File: config.mk
export PLATFORM = sky130hd
export DESIGN_NAME = ws281x_bit_ctrl
export DESIGN_NICKNAME = d
export VERILOG_FILES = /design/src/rtl/ws281x_bit_ctrl.sv
export SDC_FILE = /design/constraint.sdc
export NUM_CORES = 1
export LEC_CHECK = 0
export BUFFER_PORTS_ARGS = -buffer_cell sky130_fd_sc_hd__buf_4
export CAP_MARGIN = 20
export CORE_ASPECT_RATIO = 2
export CORE_MARGIN = 2
export CORE_UTILIZATION = 53
export CTS_CLUSTER_DIAMETER = 200
export DETAILED_ROUTE_END_ITERATION = 16
export GPL_TIMING_DRIVEN = 0
export PLACE_DENSITY = 0.88
export RECOVER_POWER = 50
export SYNTH_ARGS = -nofsm -noshare
export SYNTH_HDL_FRONTEND = slang
export SYNTH_SLANG_ARGS = --single-unit
export TNS_END_PERCENT = 30
File: constraint.sdc
create_clock -name clk_in -period 2.9 [get_ports clk_in]
set_input_delay 0.58 -clock clk_in [delete_from_list [all_inputs] [get_ports clk_in]]
set_output_delay 0.58 -clock clk_in [all_outputs]
set_load 0.01 [all_outputs]
File: src/rtl/ws281x_bit_ctrl.sv
// Serializes pixel words MSB-first into one-bit requests for the ws281x encoder, then holds a latch gap.
// Latency: bit_rdy_out one cycle after the accepting edge; pix_ready_out only in ACCEPT, each bit paced by bit_done_in.
module ws281x_bit_ctrl #(
    parameter int DATA_WIDTH      = 24,
    parameter int LATCH_CNT_WIDTH = 16
) (
    input  logic                       clk_in,
    input  logic                       rst_n_in,
    input  logic                       pix_valid_in,
    input  logic [DATA_WIDTH-1:0]      pix_data_in,
    input  logic                       pix_last_in,
    output logic                       pix_ready_out,
    input  logic [LATCH_CNT_WIDTH-1:0] rst_cnt_in,
    input  logic                       bit_done_in,
    output logic                       bit_rdy_out,
    output logic                       bit_data_out,
    output logic                       busy_out,
    output logic                       frame_done_out
);

    localparam int CNT_W = (DATA_WIDTH > 1) ? $clog2(DATA_WIDTH) : 1;

    typedef enum logic [1:0] {
        ST_ACCEPT = 2'd0,
        ST_SEND   = 2'd1,
        ST_WAIT   = 2'd2,
        ST_LATCH  = 2'd3
    } state_t;

    state_t                     state_q,      state_d;
    logic [DATA_WIDTH-1:0]      shreg_q,      shreg_d;
    logic [CNT_W-1:0]           bit_cnt_q,    bit_cnt_d;
    logic                       last_q,       last_d;
    logic [LATCH_CNT_WIDTH-1:0] latch_cnt_q,  latch_cnt_d;
    logic                       bit_rdy_q,    bit_rdy_d;
    logic                       bit_data_q,   bit_data_d;
    logic                       busy_q,       busy_d;
    logic                       frame_done_q, frame_done_d;
    logic                       accept;

    assign pix_ready_out  = (state_q == ST_ACCEPT);
    assign accept         = pix_valid_in && pix_ready_out;
    assign bit_rdy_out    = bit_rdy_q;
    assign bit_data_out   = bit_data_q;
    assign busy_out       = busy_q;
    assign frame_done_out = frame_done_q;

    always_comb begin
        state_d      = state_q;
        shreg_d      = shreg_q;
        bit_cnt_d    = bit_cnt_q;
        last_d       = last_q;
        latch_cnt_d  = latch_cnt_q;
        bit_rdy_d    = 1'b0;
        bit_data_d   = bit_data_q;
        busy_d       = busy_q;
        frame_done_d = 1'b0;

        unique case (state_q)
            ST_ACCEPT: begin
                if (accept) begin
                    shreg_d    = pix_data_in;
                    bit_cnt_d  = CNT_W'(DATA_WIDTH - 1);
                    last_d     = pix_last_in;
                    busy_d     = 1'b1;
                    bit_rdy_d  = 1'b1;
                    bit_data_d = pix_data_in[DATA_WIDTH-1];
                    state_d    = ST_SEND;
                end
            end
            ST_SEND: begin
                state_d = ST_WAIT;
            end
            ST_WAIT: begin
                if (bit_done_in) begin
                    if (bit_cnt_q != '0) begin
                        // Next bit is presented straight from the pre-shift register.
                        shreg_d    = shreg_q << 1;
                        bit_cnt_d  = bit_cnt_q - 1'b1;
                        bit_rdy_d  = 1'b1;
                        bit_data_d = shreg_q[DATA_WIDTH-2];
                        state_d    = ST_SEND;
                    end else if (last_q) begin
                        // A zero latch request still holds the line for one cycle.
                        latch_cnt_d = (rst_cnt_in == '0) ? LATCH_CNT_WIDTH'(1) : rst_cnt_in;
                        state_d     = ST_LATCH;
                    end else begin
                        state_d = ST_ACCEPT;
                    end
                end
            end
            ST_LATCH: begin
                if (latch_cnt_q == LATCH_CNT_WIDTH'(1)) begin
                    frame_done_d = 1'b1;
                    busy_d       = 1'b0;
                    last_d       = 1'b0;
                    state_d      = ST_ACCEPT;
                end else begin
                    latch_cnt_d = latch_cnt_q - 1'b1;
                end
            end
            default: begin
                state_d = ST_ACCEPT;
            end
        endcase
    end

    always_ff @(posedge clk_in) begin
        if (!rst_n_in) begin
            state_q      <= ST_ACCEPT;
            shreg_q      <= '0;
            bit_cnt_q    <= '0;
            last_q       <= 1'b0;
            latch_cnt_q  <= '0;
            bit_rdy_q    <= 1'b0;
            bit_data_q   <= 1'b0;
            busy_q       <= 1'b0;
            frame_done_q <= 1'b0;
        end else begin
            state_q      <= state_d;
            shreg_q      <= shreg_d;
            bit_cnt_q    <= bit_cnt_d;
            last_q       <= last_d;
            latch_cnt_q  <= latch_cnt_d;
            bit_rdy_q    <= bit_rdy_d;
            bit_data_q   <= bit_data_d;
            busy_q       <= busy_d;
            frame_done_q <= frame_done_d;
        end
    end

endmodule

# Word level (Yosys, flattened, before mapping)
# Cells that the tools add are included.
# W data, S select, Z words.
[classes]
reduce_logical = 12
n_eq_ne = 11
add_sub_neg = 2
muxes = 34
[ops]
columns = ["operator", "count"]
rows = [
  ["$mux W16", 5],
  ["$mux W23", 3],
  ["$pmux W23 S2", 1],
  ["$pmux W16 S2", 1],
  ["$eq A16 B1 Y1 const B", 1],
  ["$logic_not A16 Y1", 1],
  ["$sub A16 B1 Y16 const B", 1],
  ["$mux W5", 3],
  ["$ne A2 B2 Y1 const B", 6],
  ["$mux W1", 10],
  ["$mux W2", 5],
  ["$pmux W5 S2", 1],
  ["$pmux W1 S2", 4],
  ["$pmux W2 S4", 1],
  ["$reduce_and A3 Y1", 2],
  ["$reduce_bool A2 Y1", 3],
  ["$reduce_and A5 Y1", 1],
  ["$reduce_bool A5 Y1", 1],
  ["$sub A5 B1 Y5 const B", 1],
  ["$eq A2 B2 Y1 const B", 2],
  ["$reduce_and A4 Y1", 1],
  ["$eq A2 B1 Y1 const B", 1],
  ["$logic_not A2 Y1", 1],
  ["$ne A2 B1 Y1 const B", 1],
  ["other kinds (2)", 2],
]
[word_totals]
elab_cells = 68
output_inout_bits = 5
ff_bits = 51
input_bits = 45

# Logic depth before layout (Yosys ltp)
[depth]
word_depth = 6
mapped_depth = 8
depth_no_buf = 7

# Worst setup path after synthesis
# No wires, ideal clock.
[synth_timing]
path_kind = "reg-to-reg"
start = "register bit_cnt_q[0]"
end = "register latch_cnt_q[1]"
t_arrival_ns = 1.611
t_required_ns = 2.766
slack_ns = 1.155
stages_incl_launch_ff = 9
period_less_slack_ns = 1.745
path_cell_list = "dfxtp_1 -> inv_1 -> ha_1 -> nor4b_2 -> and4_1 -> a21oi_2 -> buf_2 -> a211oi_1 -> a211oi_1"
[synth_via]
elab_chain_cells = 3
[synth_lines]
columns = ["item", "line", "source"]
rows = [
  ["start: declaration", "32", "logic [CNT_W-1:0] bit_cnt_q, bit_cnt_d;"],
  ["start signal: assignment", "122", "bit_cnt_q <= bit_cnt_d;"],
  ["$reduce_bool A5 Y1", "76", "if (bit_cnt_q != '0) begin"],
  ["$ne A2 B2 Y1 (no source line)", "-", ""],
  ["$reduce_and A5 Y1 (no source line)", "-", ""],
  ["end signal: assignment", "124", "latch_cnt_q <= latch_cnt_d;"],
  ["end: declaration", "34", "logic [LATCH_CNT_WIDTH-1:0] latch_cnt_q, latch_cnt_d;"],
]
# No other way between the ends.
# A chain may end at the register's enable or synchronous reset.

# Final worst setup path
[layout_timing]
start = "register bit_cnt_q[0]"
end = "register shreg_q[13]"
[layout_via]
elab_chain_cells = 3
[layout_lines]
columns = ["item", "line", "source"]
rows = [
  ["$reduce_bool A5 Y1", "76", ""],
  ["$ne A2 B2 Y1 (no source line)", "-", ""],
  ["$reduce_and A4 Y1 (no source line)", "-", ""],
  ["end signal: assignment", "121", "shreg_q <= shreg_d;"],
  ["end: declaration", "31", "logic [DATA_WIDTH-1:0] shreg_q, shreg_d;"],
]
# No other way between the ends.

==> impl_results.md <==
- CTS root buffer: clkbuf_8
- Starting Density: 54.4%
- Initial antenna violation count: 0
- Fin area: 3090 µm²
- Clock-pin slew on the worst setup and hold paths: 0.09 ns
- Kind of critical path: reg2reg
- R2r setup slk: 0.50 ns
- Status: finished clean
- Leak: 1.22 nW
- Final WS setup: 0.499 ns
- CP Cell Sequence: inv_1, ha_1, nor4b_2, a211oi_1, clkbuf_1, nor2_1, a311oi_1
- Final hold vios: 0
- Post-route ant nets: 0
- Register area share after synthesis: 39.3%
- Slew Limit Headroom: 50.5%
- CP endpoint kind: flip-flop
- Startpoint types: flip-flop
- Clock buffer depth: 2
- Height of the die: 103 µm
- Nets: 445
- First-pass GRT wire length: 10700 µm
- Vias: 2761
- Syn_nets: 389
- Diodes inserted: 0
- Latest clock arrival within the worst-skew pair: 0.31 ns
- Worst R2R Path Depth: 7
- FP Rows: 36
- Final setup vio count: 0
- Async set-reset flop share out of synthesis: 0%
- CTS buffer count: 5
- CTS tree: done
- Filler Cells Inserted: 435
- Worst hold path cell count: 2
- Maxcap violations: 0
- Min Clock Period, post-route: 2.40 ns
- Post-Syn Area: 2600 µm²
- Core Region: 4770 µm²
- Routed length per placed instance: 15.1 µm
- Worst-Margin Slew: 0.738 ns
- F_max: 417 MHz
- Min-delay worst type: reg2reg
- Kind of cell adding the most delay to the critical path: compound AO/OA/AOI/OAI gates
- Worst flop-to-flop path endpoint: shreg_q[13]
- Io pins: 50
- Mapped Cells: 341
- FF+latch count, synth: 51
- Critical hold path startpoint: busy_out
- DPL Wire Length: 5000 µm
- Setup bufs post-CTS: 0
- Placer Congestion: 0.961
- Distinct cells, synth: 48
- Worst vdd ir: 0.000573 V
- Unrepaired setup endpoints after global routing: false
- Die area: 5510 µm²
- Global-route usage over all layers: 25.1%
- Final setup TNS: 0 ns
- Pwr dens: 531 nW/µm²
- Pre-Repair DR Iteration Count: 5
- Grt ovf: 0
- DP Area: 3040 µm²
- Period utilization: 82.8%
- Post-layout util: 64.6%
- Post-place setup slack: 0.831 ns
- CP arrival: 2.62 ns
- Clock sink count: 51
- Mean Syn Cell Area: 7.62 µm²
- Largest net degree at the start of global routing: 16
- Post_cts resized: 0
- Die Width: 53.5 µm
- Port Buffers: 49
- Post-synth EDFFs: 0
- Critical R2R Launch: bit_cnt_q[0]
- Residual DRC: 0
- DRT Wirelength: 6860 µm
- Starting DRC count in detailed routing: 143
- Dominant synthesized flop cell: dfxtp_1
- Slowest stage delay, CP: 0.66 ns
- Slew Viols, Final: 0
- Total chip power: 0.00164 W
- Layout area overhead: 18.8%
- Vias per cell: 6.07
- CP Buf/Inv Count: 2
- Setup Skew: 0.0111 ns
- YS warnings: 0
- Hold_buf cts: 0
- Hold EP: busy_out
- Share of layout cells above drive strength 1: 16.1%
- H-tree Lvls: 2
- Vias in the first global route: 2432
- Max FO, Critical Path: 10
- Required time of the worst setup path: 3.12 ns
- Max stage delay cell, worst path: a211oi_1
[routing by layer]
metal,global-route usage (%),routed length (µm),up-vias
li1,-,-,1334
met1,32.5,2860,1291
met2,40.9,3360,121
met3,3.62,510,15
met4,10.1,124,0
met5,0,0,-
[cell usage after synthesis (3+ instances only)]
cell	instances	share of area, %
a311oi_1	23	7.8
dfxtp_1	51	39
nand4_1	3	0.72
o21ai_0	8	1.5
nor4_1	7	1.7
a21o_1	6	1.7
nor3_1	9	1.7
ha_1	3	1.4
buf_2	10	1.9
nand3_1	6	1.2
a21oi_1	27	5.2
inv_1	5	0.72
nand2_1	72	10
clkbuf_1	16	2.3
nor2_1	41	5.9
o211ai_1	4	1.2
o31ai_1	4	1.2
o21a_1	4	1.2
a211oi_1	4	1.2
or2_2	3	0.72
o21ai_1	3	0.58
[worst max path at each step]
stage,start,to,slack [ns],depth (start not counted)
4_1_cts,bit_cnt_q[0],shreg_q[4],0.79,7
5_1_grt,bit_cnt_q[0],shreg_q[13],0.33,7
3_5_place_dp,bit_cnt_q[0],shreg_q[4],0.83,7
3_3_place_gp,bit_cnt_q[0],latch_cnt_q[1],0.96,8
6_report,bit_cnt_q[0],shreg_q[13],0.50,7
2_1_floorplan,bit_cnt_q[0],latch_cnt_q[1],1.16,8
[cells by family after synthesis]
group | count (synthesis) | synth area share (%)
XOR/XNOR | 2 | 0.674
flip-flops | 51 | 39.3
multiplexers | 1 | 0.385
AND/OR/NAND/NOR | 160 | 28.7
AO/OA/AOI/OAI | 92 | 24.4
adder cells (fa/ha/maj) | 3 | 1.45
buffers and inverters | 32 | 5.11
[stage by stage]
stage / hold slack (ns) / std cells
after floorplan: 0.446 / 341
after global placement: 0.447 / 447
final: 0.471 / 455
after detailed placement: 0.453 / 447
after global routing: 0.491 / 455
after CTS: 0.468 / 455
[worst min-delay path, stage by stage (launching register included)]
cell	delay (ns)
dfxtp_1	0.32
nand2_1	0.05
a21oi_1	0.05
[state kept, by name, summed over array words and instances, names as in the netlist]
signal          cells
bit_cnt_q           5
bit_data_out        1
bit_rdy_out         1
busy_out            1
frame_done_out      1
last_q              1
latch_cnt_q        16
shreg_q            23
state_q             2
[where the power goes]
group | total [W] | leakage, nW | internal [W] | switching [W]
clock network | 0.000407 | 0.0477 | 0.000166 | 0.000241
registers | 0.000819 | 0.419 | 0.000772 | 0.0000468
logic | 0.000413 | 0.752 | 0.000169 | 0.000244
total | 0.00164 | 1.22 | 0.00111 | 0.000531
[area by class of cell]
type                    count  area, µm²  share of cell area, %
multi-input cells         258       1440                   46.5
flip-flops and latches     51       1020                   33.1
repair buffers             49        349                   11.3
plain buffers              26        103                   3.33
well taps                  57       71.3                   2.31
clock buffers               5       68.8                   2.23
inverters                   6       22.5                  0.730
clock inverters             3       15.0                  0.487
[cells in the final DEF, fill, tap and decap left out, types with 7 or more instances in the layout]
| master | count |
|---|---|
| nand2_1 | 72 |
| nor3_1 | 9 |
| nor4_1 | 7 |
| a311oi_1 | 23 |
| a21oi_1 | 28 |
| dfxtp_1 | 51 |
| clkbuf_1 | 27 |
| o21ai_0 | 8 |
| nor2_1 | 41 |
| buf_4 | 44 |
No activity file was read; power rests on OpenSTA's default activity.
